## config.mk

```make
export PLATFORM = sky130hd
export DESIGN_NAME = sd_card_dat_flat
export DESIGN_NICKNAME = d
export VERILOG_FILES = /design/src/rtl/sd_card_dat_pkg.sv /design/src/rtl/sd_card_dat_if.sv /design/src/rtl/sd_card_dat_nibble_shreg.sv /design/src/rtl/sd_card_dat.sv /design/src/flat_wrapper.sv
export SDC_FILE = /design/constraint.sdc
export NUM_CORES = 1
export LEC_CHECK = 0
export BUFFER_PORTS_ARGS = -buffer_cell sky130_fd_sc_hd__clkbuf_2
export CELL_PAD_IN_SITES_DETAIL_PLACEMENT = 0
export CELL_PAD_IN_SITES_GLOBAL_PLACEMENT = 1
export CORE_MARGIN = 10
export CORE_UTILIZATION = 45
export DETAILED_ROUTE_END_ITERATION = 6
export GPL_TIMING_DRIVEN = 0
export PLACE_DENSITY_LB_ADDON = 0.1
export SLEW_MARGIN = 20
export SYNTH_ARGS = -nofsm -noshare
export SYNTH_HDL_FRONTEND = slang
export SYNTH_SLANG_ARGS = --single-unit
```

## constraint.sdc

```tcl
create_clock -name sd_clk -period 3.8 [get_ports sd_clk]
set_clock_uncertainty 0.1 [all_clocks]
set_input_delay 0.76 -clock sd_clk [delete_from_list [all_inputs] [get_ports sd_clk]]
set_output_delay 0.76 -clock sd_clk [all_outputs]
set_load 0.03 [all_outputs]
```

## src/rtl/sd_card_dat_pkg.sv

```systemverilog
// Shared constants, state encoding and default widths for the card-side DAT line engine.
package sd_card_dat_pkg;

  localparam int unsigned DefFifoWidth     = 32;
  localparam int unsigned DefBlockSzWidth  = 12;
  localparam int unsigned DefBlockCntWidth = 16;
  localparam int unsigned DefCrcNib        = 2;
  localparam int unsigned DefBusyCyc       = 4;
  localparam int unsigned DefNac           = 2;

  // Width of the shared gap/CRC/busy down-counter.
  localparam int unsigned CtrW = 8;

  localparam logic [3:0] DAT_START = 4'h0;
  localparam logic [3:0] DAT_END   = 4'hF;
  localparam logic [3:0] DAT_IDLE  = 4'hF;
  localparam logic [3:0] DAT_BUSY  = 4'hE;
  localparam logic [3:0] DAT_CRC   = 4'h0;

  typedef enum logic [10:0] {
    StIdle    = 11'h001,
    StRxWait  = 11'h002,
    StRxData  = 11'h004,
    StRxCrc   = 11'h008,
    StRxEnd   = 11'h010,
    StRxBusy  = 11'h020,
    StTxGap   = 11'h040,
    StTxStart = 11'h080,
    StTxData  = 11'h100,
    StTxCrc   = 11'h200,
    StTxEnd   = 11'h400
  } dat_state_e;

endpackage

```

## src/rtl/sd_card_dat_if.sv

```systemverilog
// DAT bus, command and storage-port signals between the host side and the card engine.
interface sd_card_dat_if
  import sd_card_dat_pkg::*;
#(
  parameter int unsigned FIFO_WIDTH      = DefFifoWidth,
  parameter int unsigned BLOCK_SZ_WIDTH  = DefBlockSzWidth,
  parameter int unsigned BLOCK_CNT_WIDTH = DefBlockCntWidth
) ();

  logic [3:0]                 DAT_din;
  logic [3:0]                 DAT_dout;
  logic                       DAT_dout_oe;
  logic                       write_cmd;
  logic                       read_cmd;
  logic                       multiple;
  logic [BLOCK_SZ_WIDTH-1:0]  block_sz;
  logic [BLOCK_CNT_WIDTH-1:0] block_cnt;
  logic [FIFO_WIDTH-1:0]      mem_rd_data;
  logic                       mem_rd_enb;
  logic [FIFO_WIDTH-1:0]      mem_wr_data;
  logic                       mem_wr_enb;
  logic                       card_busy;
  logic                       done;
  logic                       err;

  modport master (
    output DAT_din, write_cmd, read_cmd, multiple, block_sz, block_cnt, mem_rd_data,
    input  DAT_dout, DAT_dout_oe, mem_rd_enb, mem_wr_data, mem_wr_enb, card_busy, done, err
  );

  modport slave (
    input  DAT_din, write_cmd, read_cmd, multiple, block_sz, block_cnt, mem_rd_data,
    output DAT_dout, DAT_dout_oe, mem_rd_enb, mem_wr_data, mem_wr_enb, card_busy, done, err
  );

endinterface

```

## src/rtl/sd_card_dat_nibble_shreg.sv

```systemverilog
// Word-wide load/shift register with nibble in/out paths and a word-complete flag.
module dat_nibble_shreg #(
  parameter int unsigned Width = 32
) (
  input  logic             clk_i,
  input  logic             rst_i,
  input  logic             clr_i,
  input  logic             load_i,
  input  logic             shift_i,
  input  logic [Width-1:0] load_data_i,
  input  logic [3:0]       nib_i,
  output logic [Width-1:0] shifted_o,
  output logic [3:0]       nib_o,
  output logic             last_o
);

  localparam int unsigned NibPerWord = Width / 4;
  localparam int unsigned CntW       = (NibPerWord > 1) ? $clog2(NibPerWord) : 1;
  localparam logic [CntW-1:0] LastCnt = CntW'(NibPerWord - 1);

  logic [Width-1:0] data_q, data_d;
  logic [CntW-1:0]  cnt_q, cnt_d;

  // shifted_o is the word as it stands once nib_i has been shifted in.
  assign shifted_o = {data_q[Width-5:0], nib_i};
  assign nib_o     = data_q[Width-1 -: 4];
  assign last_o    = (cnt_q == LastCnt);

  always_comb begin
    data_d = data_q;
    cnt_d  = cnt_q;
    if (clr_i) begin
      data_d = '0;
      cnt_d  = '0;
    end else if (load_i) begin
      data_d = load_data_i;
      cnt_d  = '0;
    end else if (shift_i) begin
      data_d = shifted_o;
      cnt_d  = last_o ? '0 : cnt_q + CntW'(1);
    end
  end

  always_ff @(posedge clk_i) begin
    if (rst_i) begin
      data_q <= '0;
      cnt_q  <= '0;
    end else begin
      data_q <= data_d;
      cnt_q  <= cnt_d;
    end
  end

endmodule

```

## src/rtl/sd_card_dat.sv

```systemverilog
// Card-side DAT engine: receives framed write blocks with busy reply, transmits framed read
// blocks from a first-word-fall-through storage port.
module sd_card_dat
  import sd_card_dat_pkg::*;
#(
  parameter int unsigned FIFO_WIDTH      = DefFifoWidth,
  parameter int unsigned BLOCK_SZ_WIDTH  = DefBlockSzWidth,
  parameter int unsigned BLOCK_CNT_WIDTH = DefBlockCntWidth,
  parameter int unsigned CRC_NIB         = DefCrcNib,
  parameter int unsigned BUSY_CYC        = DefBusyCyc,
  parameter int unsigned NAC             = DefNac
) (
  input logic          sd_clk,
  input logic          rst,
  sd_card_dat_if.slave bus
);

  localparam int unsigned NibW = BLOCK_SZ_WIDTH + 1;
  localparam logic [NibW-1:0]            NibOne = NibW'(1);
  localparam logic [BLOCK_CNT_WIDTH-1:0] BlkOne = BLOCK_CNT_WIDTH'(1);
  localparam logic [CtrW-1:0]            CtrOne = CtrW'(1);
  localparam logic [CtrW-1:0]            NacLd  = CtrW'(NAC);
  localparam logic [CtrW-1:0]            CrcLd  = CtrW'(CRC_NIB);
  localparam logic [CtrW-1:0]            BusyLd = CtrW'(BUSY_CYC);

  dat_state_e                 state_q, state_d;
  logic [BLOCK_SZ_WIDTH-1:0]  blk_sz_q, blk_sz_d;
  logic [BLOCK_CNT_WIDTH-1:0] blk_q, blk_d, blk_dec, blk_cmd;
  logic [NibW-1:0]            nib_q, nib_d, nib_dec, nib_full;
  logic [CtrW-1:0]            cnt_q, cnt_d, cnt_dec;
  logic [3:0]                 dout_q, dout_d;
  logic                       oe_q, oe_d;
  logic                       rd_enb_q, rd_enb_d;
  logic [FIFO_WIDTH-1:0]      wr_data_q, wr_data_d;
  logic                       wr_enb_q, wr_enb_d;
  logic                       busy_q, busy_d;
  logic                       done_q, done_d;
  logic                       err_q, err_d;

  logic                  sh_clr, sh_load, sh_shift, sh_last;
  logic [FIFO_WIDTH-1:0] sh_shifted;
  logic [3:0]            sh_nib;

  dat_nibble_shreg #(
    .Width (FIFO_WIDTH)
  ) u_shreg (
    .clk_i       (sd_clk),
    .rst_i       (rst),
    .clr_i       (sh_clr),
    .load_i      (sh_load),
    .shift_i     (sh_shift),
    .load_data_i (bus.mem_rd_data),
    .nib_i       (bus.DAT_din),
    .shifted_o   (sh_shifted),
    .nib_o       (sh_nib),
    .last_o      (sh_last)
  );

  // Counters saturate at zero rather than wrapping.
  assign blk_dec  = (blk_q != '0) ? blk_q - BlkOne : '0;
  assign nib_dec  = (nib_q != '0) ? nib_q - NibOne : '0;
  assign cnt_dec  = (cnt_q != '0) ? cnt_q - CtrOne : '0;
  assign nib_full = {blk_sz_q, 1'b0};
  assign blk_cmd  = bus.multiple ? bus.block_cnt : BlkOne;

  always_comb begin
    state_d   = state_q;
    blk_sz_d  = blk_sz_q;
    blk_d     = blk_q;
    nib_d     = nib_q;
    cnt_d     = cnt_q;
    dout_d    = DAT_IDLE;
    oe_d      = 1'b0;
    rd_enb_d  = 1'b0;
    wr_data_d = wr_data_q;
    wr_enb_d  = 1'b0;
    done_d    = 1'b0;
    err_d     = 1'b0;
    sh_clr    = 1'b0;
    sh_load   = 1'b0;
    sh_shift  = 1'b0;

    unique case (state_q)
      StIdle: begin
        if (bus.write_cmd && bus.read_cmd) begin
          err_d = 1'b1;
        end else if (bus.write_cmd || bus.read_cmd) begin
          blk_sz_d = bus.block_sz;
          blk_d    = blk_cmd;
          if (bus.block_sz == '0 || blk_cmd == '0) begin
            err_d = 1'b1;
          end else if (bus.write_cmd) begin
            state_d = StRxWait;
          end else begin
            state_d = StTxGap;
            cnt_d   = NacLd;
          end
        end
      end

      StRxWait: begin
        if (bus.DAT_din == DAT_START) begin
          state_d = StRxData;
          nib_d   = nib_full;
          sh_clr  = 1'b1;
        end
      end

      StRxData: begin
        sh_shift = 1'b1;
        nib_d    = nib_dec;
        if (sh_last) begin
          wr_enb_d  = 1'b1;
          wr_data_d = sh_shifted;
        end
        if (nib_q <= NibOne) begin
          state_d = (CRC_NIB == 0) ? StRxEnd : StRxCrc;
          cnt_d   = CrcLd;
        end
      end

      StRxCrc: begin
        cnt_d = cnt_dec;
        if (cnt_q <= CtrOne) state_d = StRxEnd;
      end

      StRxEnd: begin
        if (bus.DAT_din == DAT_END) begin
          state_d = StRxBusy;
          blk_d   = blk_dec;
          cnt_d   = BusyLd;
        end else begin
          state_d = StIdle;
          err_d   = 1'b1;
        end
      end

      // Busy for BUSY_CYC cycles, then one more cycle to release with done.
      StRxBusy: begin
        if (cnt_q != '0) begin
          oe_d   = 1'b1;
          dout_d = DAT_BUSY;
          cnt_d  = cnt_dec;
        end else if (blk_q != '0) begin
          state_d = StRxWait;
        end else begin
          state_d = StIdle;
          done_d  = 1'b1;
        end
      end

      StTxGap: begin
        cnt_d = cnt_dec;
        if (cnt_q <= CtrOne) state_d = StTxStart;
      end

      StTxStart: begin
        oe_d     = 1'b1;
        dout_d   = DAT_START;
        sh_load  = 1'b1;
        rd_enb_d = 1'b1;
        nib_d    = nib_full;
        state_d  = StTxData;
      end

      StTxData: begin
        oe_d   = 1'b1;
        dout_d = sh_nib;
        nib_d  = nib_dec;
        if (nib_q <= NibOne) begin
          state_d = (CRC_NIB == 0) ? StTxEnd : StTxCrc;
          cnt_d   = CrcLd;
        end else if (sh_last) begin
          sh_load  = 1'b1;
          rd_enb_d = 1'b1;
        end else begin
          sh_shift = 1'b1;
        end
      end

      StTxCrc: begin
        oe_d   = 1'b1;
        dout_d = DAT_CRC;
        cnt_d  = cnt_dec;
        if (cnt_q <= CtrOne) state_d = StTxEnd;
      end

      StTxEnd: begin
        oe_d   = 1'b1;
        dout_d = DAT_END;
        blk_d  = blk_dec;
        if (blk_q > BlkOne) begin
          state_d = StTxGap;
          cnt_d   = NacLd;
        end else begin
          state_d = StIdle;
          done_d  = 1'b1;
        end
      end

      default: state_d = StIdle;
    endcase

    busy_d = (state_d != StIdle);
  end

  always_ff @(posedge sd_clk) begin
    if (rst) begin
      state_q   <= StIdle;
      blk_sz_q  <= '0;
      blk_q     <= '0;
      nib_q     <= '0;
      cnt_q     <= '0;
      dout_q    <= DAT_IDLE;
      oe_q      <= 1'b0;
      rd_enb_q  <= 1'b0;
      wr_data_q <= '0;
      wr_enb_q  <= 1'b0;
      busy_q    <= 1'b0;
      done_q    <= 1'b0;
      err_q     <= 1'b0;
    end else begin
      state_q   <= state_d;
      blk_sz_q  <= blk_sz_d;
      blk_q     <= blk_d;
      nib_q     <= nib_d;
      cnt_q     <= cnt_d;
      dout_q    <= dout_d;
      oe_q      <= oe_d;
      rd_enb_q  <= rd_enb_d;
      wr_data_q <= wr_data_d;
      wr_enb_q  <= wr_enb_d;
      busy_q    <= busy_d;
      done_q    <= done_d;
      err_q     <= err_d;
    end
  end

  assign bus.DAT_dout    = dout_q;
  assign bus.DAT_dout_oe = oe_q;
  assign bus.mem_rd_enb  = rd_enb_q;
  assign bus.mem_wr_data = wr_data_q;
  assign bus.mem_wr_enb  = wr_enb_q;
  assign bus.card_busy   = busy_q;
  assign bus.done        = done_q;
  assign bus.err         = err_q;

endmodule

```

## src/flat_wrapper.sv

```systemverilog
// flat-port wrapper written by rule: the top's interface ports become plain ports
module sd_card_dat_flat import sd_card_dat_pkg::*;
#(
  parameter int unsigned FIFO_WIDTH      = DefFifoWidth,
  parameter int unsigned BLOCK_SZ_WIDTH  = DefBlockSzWidth,
  parameter int unsigned BLOCK_CNT_WIDTH = DefBlockCntWidth,
  parameter int unsigned CRC_NIB         = DefCrcNib,
  parameter int unsigned BUSY_CYC        = DefBusyCyc,
  parameter int unsigned NAC             = DefNac
)
  (sd_clk, rst, bus_DAT_din, bus_write_cmd, bus_read_cmd, bus_multiple, bus_block_sz, bus_block_cnt, bus_mem_rd_data, bus_DAT_dout, bus_DAT_dout_oe, bus_mem_rd_enb, bus_mem_wr_data, bus_mem_wr_enb, bus_card_busy, bus_done, bus_err);
  sd_card_dat_if #(.FIFO_WIDTH(FIFO_WIDTH), .BLOCK_SZ_WIDTH(BLOCK_SZ_WIDTH), .BLOCK_CNT_WIDTH(BLOCK_CNT_WIDTH)) bus_i ();
  input logic sd_clk;
  input logic rst;
  input wire logic [$bits(bus_i.DAT_din)-1:0] bus_DAT_din;
  input wire logic [$bits(bus_i.write_cmd)-1:0] bus_write_cmd;
  input wire logic [$bits(bus_i.read_cmd)-1:0] bus_read_cmd;
  input wire logic [$bits(bus_i.multiple)-1:0] bus_multiple;
  input wire logic [$bits(bus_i.block_sz)-1:0] bus_block_sz;
  input wire logic [$bits(bus_i.block_cnt)-1:0] bus_block_cnt;
  input wire logic [$bits(bus_i.mem_rd_data)-1:0] bus_mem_rd_data;
  output wire logic [$bits(bus_i.DAT_dout)-1:0] bus_DAT_dout;
  output wire logic [$bits(bus_i.DAT_dout_oe)-1:0] bus_DAT_dout_oe;
  output wire logic [$bits(bus_i.mem_rd_enb)-1:0] bus_mem_rd_enb;
  output wire logic [$bits(bus_i.mem_wr_data)-1:0] bus_mem_wr_data;
  output wire logic [$bits(bus_i.mem_wr_enb)-1:0] bus_mem_wr_enb;
  output wire logic [$bits(bus_i.card_busy)-1:0] bus_card_busy;
  output wire logic [$bits(bus_i.done)-1:0] bus_done;
  output wire logic [$bits(bus_i.err)-1:0] bus_err;
  assign bus_i.DAT_din = bus_DAT_din;
  assign bus_i.write_cmd = bus_write_cmd;
  assign bus_i.read_cmd = bus_read_cmd;
  assign bus_i.multiple = bus_multiple;
  assign bus_i.block_sz = bus_block_sz;
  assign bus_i.block_cnt = bus_block_cnt;
  assign bus_i.mem_rd_data = bus_mem_rd_data;
  assign bus_DAT_dout = bus_i.DAT_dout;
  assign bus_DAT_dout_oe = bus_i.DAT_dout_oe;
  assign bus_mem_rd_enb = bus_i.mem_rd_enb;
  assign bus_mem_wr_data = bus_i.mem_wr_data;
  assign bus_mem_wr_enb = bus_i.mem_wr_enb;
  assign bus_card_busy = bus_i.card_busy;
  assign bus_done = bus_i.done;
  assign bus_err = bus_i.err;
  sd_card_dat #(.FIFO_WIDTH(FIFO_WIDTH), .BLOCK_SZ_WIDTH(BLOCK_SZ_WIDTH), .BLOCK_CNT_WIDTH(BLOCK_CNT_WIDTH), .CRC_NIB(CRC_NIB), .BUSY_CYC(BUSY_CYC), .NAC(NAC)) u_core (.sd_clk(sd_clk), .rst(rst), .bus(bus_i));
endmodule
```

==> impl_metrics.toml, run 1 <==
[grt]
first_global_vias = 6562
grt_usage_pct = 20.0
antenna_found_initial = 0
grt_pass1_wl_microns = 33100
grt_max_degree = 17
grt_overflow = 0

[yosys]
ys_ff_latch = 137
yosys_warnings = 0
syn_area_sq_mm = 0.00673
synth_common_cells = "137 x dfxtp_1, 113 x nand2_1, 90 x nor2_1"
ys_seq_area_share_pct = 40.8
synth_top_area_cell = "dfxtp_1"
async_flop_share_pct = 0
ys_types = 66
synth_ff_type = "dfxtp_1"
synth.most_common_cell = "dfxtp_1"
netlist.area_leader.share_pct = 40.8
synth_nets = 898
synthTopCellsByArea = "dfxtp_1 41%, mux2i_1 6.4%, nand2_1 6.3%"
synth_cells = 819
avgSynthCellArea_sq_um = 8.21
synth_edf_count = 0

[floorplan]
rows = 44
die_h_microns = 142
fp.dieW_microns = 142
die_area_sq_mm = 0.0202
coreArea_sq_mm = 0.0146
io_pins = 111
start_util_pct = 46.1

[layout]
drive_above_1_share_pct = 18.6
final_nets = 1026
nFillCells = 1366
syn2layout_area_growth_pct = 20.5
antenna_cells = 0

[cts]
cts.clk_slew.worst_paths_ns = 0.06
postCtsSetupBuffers = 0
cts_num_sinks = 137
cts_htree_levels = 4
hold_buffers = 0
cts_buffers = 17
cts_tree = "yes"
ctsRootBufferMaster = "clkbuf_16"
cts_resized = 0
worstSkewPairLatency_ns = 0.43
clk_path_buf_depth = 2

[timing]
max_freq_mhz = 333
period_needed_ns = 3.00
fin_crit_sh_pct = 79.0
rsz0062_at_grt = "no"
finalSetupViolCount = 0
relSlewSlack_pct = 44.4
hold_viol = 0
finalMaxSlewViolations = 0
fin_tns_setup_ns = 0
hold_slack_ns = 0.347
worst_pin_slew_ns = 0.826

[setup_path]
crit_arrival_ns = 3.25
worstSetupPathType = "reg -> reg"
crit_path_max_incr_delay_ns = 0.66
r2r_slack_ns = 0.80
r2r-start = "u_core.state_q[5]"
critPathLaunchType = "flop"
r2r_cells = 7
critPathMostFrequentCell = "a31oi_1"
required_ns = 4.05
r2r-end = "u_core.nib_q[3]"
worstPathCellList = "buf_2 > nor4_2 > nand4_1 > a31oi_1 > clkbuf_1 > o21ai_0 > a31oi_1"
endpoint_kind = "flop"
path_max_fanout = 10
cp-startpoint = "u_core.state_q[5]"
endpoint = "u_core.nib_q[3]"
crit_path_top_delay_cell = "a31oi_1"

[drt]
routedWlPerCell_microns = 17.9
drc_errors = 0
drt_wl_total_microns = 20400
dr.pass1.iters = 5
drt_iter0_drc = 548
ant_nets = 0
vias_per_cell = 5.79
vias = 6628

[run]
max-cap-violations = 0

[power]
p_leak_nw = 3.39
irDropWorstVdd_v = 0.000379
powerDensity_mw_per_mm2 = 466

[status]
status = "complete, no violations"

[hold_path]
hold_path.class = "reg -> reg"

[placed_design]
dpl.hpwl_microns = 15400
portBuffers = 109
gp_congestion = 0.921
==> layout make-up <==
| type | count | area, sq um | share of cell area [%] |
|---|---|---|---|
| multi-input cells | 615 | 3700 | 45.6 |
| inverters | 15 | 56.3 | 0.695 |
| clock buffers | 19 | 443 | 5.47 |
| repair buffers | 109 | 546 | 6.73 |
| plain buffers | 52 | 229 | 2.83 |
| flip-flops and latches | 137 | 2740 | 33.8 |
| well taps | 184 | 230 | 2.84 |
| clock inverters | 13 | 159 | 1.96 |
==> critical path, delay by kind of cell (launching register included) <==
kind	cells	cell delay (ns)
AOI/OAI and AO/OA	3	0.98
DFF	1	0.30
buffers and inverters	2	0.61
and+or+nand+nor	2	0.94
==> report_power, final <==
part           internal [mW]  switching, mW
logic                  0.214          0.348
registers               1.48         0.0407
clock network           1.00          0.686
==> sequential cells by signal, indices dropped and copies added (netlist names), 4 cells and up <==
signal	cells
u_core.bus.DAT_dout	4
u_core.state_q	11
u_core.bus.mem_wr_data	32
u_core.nib_q	13
u_core.blk_q	16
u_core.u_shreg.data_q	32
u_core.cnt_q	8
u_core.blk_sz_q	12
==> worst min-delay path by stage <==
stage                         startpoint  cells past startpoint                      to  slack, ns
2_1_floorplan  u_core.u_shreg.data_q[29]                      2  u_core.bus.DAT_dout[1]       0.32
3_3_place_gp   u_core.u_shreg.data_q[31]                      2  u_core.bus.DAT_dout[3]       0.34
3_5_place_dp   u_core.u_shreg.data_q[29]                      2  u_core.bus.DAT_dout[1]       0.34
4_1_cts        u_core.u_shreg.data_q[29]                      2  u_core.bus.DAT_dout[1]       0.35
5_1_grt        u_core.u_shreg.data_q[29]                      2  u_core.bus.DAT_dout[1]       0.37
6_report       u_core.u_shreg.data_q[29]                      2  u_core.bus.DAT_dout[1]       0.35
==> routing by layer <==
| metal | wire length (microns) | vias up | track usage, % |
|---|---|---|---|
| met5 | 0 | - | 0 |
| met4 | 326 | 0 | 6.67 |
| met3 | 1430 | 29 | 5.67 |
| met2 | 9490 | 237 | 31.7 |
| met1 | 9180 | 3144 | 25.6 |
| li1 | - | 3218 | - |
==> per-stage QoR <==
| step | cell area (sq um) | total power, mW | instances | setup slack [ns] | util (%) |
|---|---|---|---|---|---|
| finish | 8100 | 3.78 | 1144 | 0.800 | 55.5 |
| detailed placement | 7500 | 2.11 | 1112 | 0.725 | 51.4 |
| global placement | 7500 | 2.10 | 1112 | 0.663 | 51.4 |
| global route | 8100 | 3.93 | 1144 | 0.521 | 55.5 |
| floorplan | 6730 | 1.94 | 819 | 1.32 | - |
| CTS | 8100 | 3.80 | 1144 | 0.789 | 55.5 |
==> cells by family after synthesis <==
group / share of synthesized area, %
multiplexers: 6.57
AO/OA/AOI/OAI: 18.3
XOR/XNOR: 1.56
flip-flops: 40.8
AND/OR/NAND/NOR: 26.5
buffers and inverters: 4.24
adder cells (fa/ha/maj): 2.01
==> layout by cell type, fill, tap and decap left out, types with 5 or more instances in the layout <==
| master | instances |
|---|---|
| and4_1 | 5 |
| nand4_1 | 11 |
| nand3_1 | 20 |
| o211ai_1 | 8 |
| nand2_1 | 113 |
| a31oi_1 | 13 |
| clkbuf_1 | 31 |
| or4_1 | 5 |
| clkbuf_2 | 109 |
| o21ai_0 | 25 |
| and2_1 | 7 |
| mux2i_1 | 43 |
| nor2b_1 | 9 |
| ha_1 | 10 |
| nand2b_1 | 12 |
| buf_2 | 21 |
| nor3_1 | 29 |
| nor4_1 | 21 |
| nor2_1 | 90 |
| inv_6 | 6 |
| inv_1 | 15 |
| a211oi_1 | 36 |
| clkbuf_16 | 17 |
| xor2_1 | 8 |
| or3_1 | 7 |
| dfxtp_1 | 137 |
| a21oi_1 | 66 |
Power figures use the tool's default switching activity.
==> run 2: changes to the inputs <==
Settings changed: CORE_UTILIZATION 45 to 42.
Clock period 3.8 ns to 2.92 ns, I/O delays scaled along.
==> impl_metrics.toml, run 2 (synthesized netlist as in run 1, its figures left out) <==
[drt]
vias = 6516
routed.top_layer = "met4"
drt_wl_total_microns = 20600
wl_met1_microns = 9700
wl_met2_microns = 9590
vias_per_cell = 5.53
dr.pass1.iters = 5
drt_iter0_drc = 533
ant_nets = 0
drc_errors = 0
wl_met3_microns = 1130
routedWlPerCell_microns = 17.5

[cts]
cts_buffers = 17
cts_htree_levels = 4
cts_num_sinks = 137
ctsRootBufferMaster = "clkbuf_16"
clk_path_buf_depth = 2
worstSkewPairLatency_ns = 0.42
cts_tree = "yes"
hold_buffers = 0
cts.clk_slew.worst_paths_ns = 0.06

[layout]
nFillCells = 1560
final_nets = 1030
design_area_sq_mm = 0.00826
final_cell_mix = "137 x dfxtp_1, 113 x nand2_1, 111 x clkbuf_2"
instances_no_fill = 1179
syn2layout_area_growth_pct = 22.8
drive_above_1_share_pct = 19.6
layout_commonest_cell = "dfxtp_1"
antenna_cells = 0

[timing]
finalMaxSlewViolations = 0
fin_crit_sh_pct = 96.8
rsz0062_at_grt = "yes"
finalSetupViolCount = 0
worst_pin_slew_ns = 0.816
relSlewSlack_pct = 45.1
period_needed_ns = 2.83
setup_slack_ns = 0.0943
hold_viol = 0
max_freq_mhz = 354
hold_slack_ns = 0.317

[placed_design]
post-place-ws_ns = -0.142
portBuffers = 109
dpl.cell_count = 1144
gp_congestion = 0.900
dpl.hpwl_microns = 15600
post_dp_cell_area_sq_mm = 0.00754

[setup_path]
crit_path_max_incr_delay_ns = 0.62
worstPathCellList = "buf_2 > or4_1 > nor4_1 > nor3_1 > nand4_1 > a21oi_2 > a211o_1"
crit_path_top_delay_cell = "or4_1"
required_ns = 3.13
path_delay_family = "simple AND/OR/NAND/NOR gates"
crit_arrival_ns = 3.04
critPathLaunchType = "flop"
endpoint_kind = "flop"
crit_buf_inv = 1
r2r_slack_ns = 0.09
worstSetupPathType = "reg -> reg"
path_max_fanout = 10

[grt]
grt_overflow = 0
antenna_found_initial = 0
first_global_vias = 6453
grt_max_degree = 17
grt_pass1_wl_microns = 33600
grt_usage_pct = 19.0

[power]
powerDensity_mw_per_mm2 = 606
total_power_mw = 5.00
irDropWorstVdd_v = 0.000416
p_leak_nw = 3.43

[floorplan]
die_h_microns = 147
rows = 46
coreArea_sq_mm = 0.0158
io_pins = 111
fp.dieW_microns = 147
start_util_pct = 42.6
die_area_sq_mm = 0.0215

[run]
max-cap-violations = 0

[hold_path]
hold_path.class = "in -> reg"

[status]
status = "complete, no violations"
[run 2: cell types whose count changed in the layout (fill, tap and decap cells not counted), moves of 2 or more]
cell      change
buf_4         +4
nor4_1        -3
clkbuf_1      -2
clkbuf_2      +2
clkinv_4      -2
inv_6         -2
nor4_4        +2
[run 2: per-layer routing]
metal	up-vias	track usage [%]
li1	3230	-
met1	3094	25.2
met2	173	30.0
met3	19	4.70
met4	0	4.90
met5	-	0
[run 2: path summary, 6_finish.rpt]
path | startpoint | endpoint | cells past startpoint
worst max-delay path | u_core.state_q[6] | u_core.cnt_q[7] | 7
worst min-delay path | bus_block_sz[11] | u_core.blk_sz_q[11] | 3
worst max register to register | u_core.state_q[6] | u_core.cnt_q[7] | 7
worst min register to register | u_core.u_shreg.data_q[31] | u_core.bus.DAT_dout[3] | 2
[run 2: where the power goes]
group          switching (mW)  internal (mW)  total (mW)
combinational           0.460          0.288       0.748
sequential             0.0549           1.93        1.98
clock                   0.867           1.40        2.27
[run 2: timing repair]
action                                  4_1_cts  5_1_grt
hold endpoints to repair                      0        0
endpoints found under the setup margin        7       98
pin swaps                                     0        2
buffers inserted                              0        4
resized for setup                             1       12
[run 2: cell type report]
| cell class | instances | area, sq um | share of cell area [%] |
|---|---|---|---|
| Multi-Input combinational cell | 615 | 3760 | 45.6 |
| Buffer | 52 | 231 | 2.80 |
| Timing Repair Buffer | 113 | 576 | 6.97 |
| Clock buffer | 20 | 457 | 5.53 |
| Inverter | 15 | 56.3 | 0.682 |
| Tap cell | 216 | 270 | 3.27 |
| Clock inverter | 11 | 161 | 1.95 |
| Sequential cell | 137 | 2740 | 33.2 |
[run 2: stage by stage]
stage | TNS [ns] | utilization, %
after floorplan | 0 | -
after global placement | -0.249 | 47.8
after detailed placement | -0.667 | 47.8
after CTS | 0 | 51.8
after global routing | -0.0882 | 52.4
final | 0 | 52.4
[run 2: worst min-delay path, stage by stage]
cell and delay (ns):
clkbuf_2 0.09, mux2i_1 0.06, nor2_1 0.07
==> run 3: changes to the inputs <==
Settings changed: RECOVER_POWER from default to 25.
==> impl_metrics.toml, run 3 (synthesized netlist as in run 1, its figures left out) <==
[drt]
wl_met1_microns = 9750
wl_met2_microns = 9550
drt_iter0_drc = 583
wl_met3_microns = 1150
ant_nets = 0
dr.pass1.iters = 5
vias = 6554
vias_per_cell = 5.56
drt_wl_total_microns = 20700
routed.top_layer = "met4"
drc_errors = 0
routedWlPerCell_microns = 17.5

[setup_path]
r2r-start = "u_core.state_q[6]"
endpoint_kind = "flop"
path_max_fanout = 10
critPathLaunchType = "flop"
r2r-end = "u_core.cnt_q[7]"
worstPathCellList = "buf_2 > or4_1 > nor4_1 > nor3_1 > nand4_1 > a21oi_2 > a211o_1"
r2r_slack_ns = 0.1
path_delay_family = "simple AND/OR/NAND/NOR gates"
crit_buf_inv = 1
worstSetupPathType = "reg -> reg"
crit_arrival_ns = 3.03
crit_path_max_incr_delay_ns = 0.62
crit_path_top_delay_cell = "or4_1"
required_ns = 3.13
r2r_cells = 7

[timing]
worst_pin_slew_ns = 0.841
fin_crit_sh_pct = 96.7
finalMaxSlewViolations = 0
rsz0062_at_grt = "yes"
period_needed_ns = 2.82
hold_viol = 0
finalSetupViolCount = 0
relSlewSlack_pct = 43.4
max_freq_mhz = 354

[placed_design]
portBuffers = 109
dpl.hpwl_microns = 15600
gp_congestion = 0.900
post_dp_cell_area_sq_mm = 0.00754

[hold_path]
hp-start = "bus_block_sz[11]"
hold_path.class = "in -> reg"
hold_depth = 3
hold_path_end = "u_core.blk_sz_q[11]"

[layout]
layout_commonest_cell = "dfxtp_1"
antenna_cells = 0
final_util_pct = 52.0
drive_above_1_share_pct = 15.3
final_cell_mix = "137 x dfxtp_1, 113 x nand2_1, 90 x nor2_1"
final_nets = 1030
design_area_sq_mm = 0.00821
syn2layout_area_growth_pct = 22.0

[run]
max-cap-violations = 0

[grt]
grt_usage_pct = 19.0
grt_overflow = 0
first_global_vias = 6453
grt_max_degree = 17
grt_pass1_wl_microns = 33600
antenna_found_initial = 0

[floorplan]
coreArea_sq_mm = 0.0158
io_pins = 111
die_area_sq_mm = 0.0215
rows = 46
start_util_pct = 42.6
fp.dieW_microns = 147
die_h_microns = 147

[cts]
cts_htree_levels = 4
cts_num_sinks = 137
cts_tree = "yes"
ctsRootBufferMaster = "clkbuf_16"
cts.clk_slew.worst_paths_ns = 0.06
worstSkewPairLatency_ns = 0.42
hold_buffers = 0
cts_buffers = 17
clk_path_buf_depth = 2

[power]
p_leak_nw = 3.29
irDropWorstVdd_v = 0.000417
powerDensity_mw_per_mm2 = 610

[status]
status = "complete, no violations"
run 3: repair_timing:
item                       CTS  global route
resized for setup            1            12
pin swaps                    0             2
setup endpoints to repair    7            98
buffers inserted             0             4
run 3: area by class of cell:
cell class                 count  area [sq um]
fill                        1574          7560
multi-input combinational    615          3760
sequential                   137          2740
timing repair buffer         113           523
clock buffer                  20           457
tap                          216           270
buffer                        52           231
clock inverter                11           161
inverter                      15          56.3
run 3: worst reg2reg max path: stages (launching register included):
cell	delay, ns
dfxtp_1	0.31
buf_2	0.19
or4_1	0.62
nor4_1	0.52
nor3_1	0.27
nand4_1	0.28
a21oi_2	0.13
a211o_1	0.31
run 3: power by group:
group / internal (mW) / total [mW] / switching (mW)
sequential: 1.93 / 1.98 / 0.0550
clock: 1.40 / 2.27 / 0.870
combinational: 0.287 / 0.746 / 0.459
run 3: per-stage QoR:
step	setup slack, ns	hold WS (ns)	total power [mW]	std cells	setup TNS (ns)
floorplan	0.549	0.323	2.52	819	0
global placement	-0.102	0.343	2.73	1144	-0.249
detailed placement	-0.142	0.333	2.74	1144	-0.667
CTS	0.0127	0.308	5.02	1175	0
global route	-0.0400	0.321	5.22	1179	-0.0882
finish	0.0964	0.316	5.00	1179	0
run 3: how the worst max path moves through the flow:
stage / startpoint / slack [ns] / endpoint / cells past startpoint
final: u_core.state_q[6] / 0.1 / u_core.cnt_q[7] / 7
after global routing: u_core.state_q[5] / -0.04 / u_core.u_shreg.data_q[23] / 9
after CTS: u_core.state_q[5] / 0.01 / u_core.nib_q[3] / 7
after detailed placement: bus_DAT_din[3] / -0.14 / u_core.cnt_q[7] / 7
after global placement: bus_DAT_din[3] / -0.10 / u_core.cnt_q[7] / 7
after floorplan: u_core.state_q[6] / 0.55 / u_core.cnt_q[7] / 7
run 3: metal layers:
layer  global-route usage [%]  vias up
li1                         -     3232
met1                     25.2     3099
met2                     30.0      203
met3                     4.70       20
met4                     4.90        0
met5                        0        -
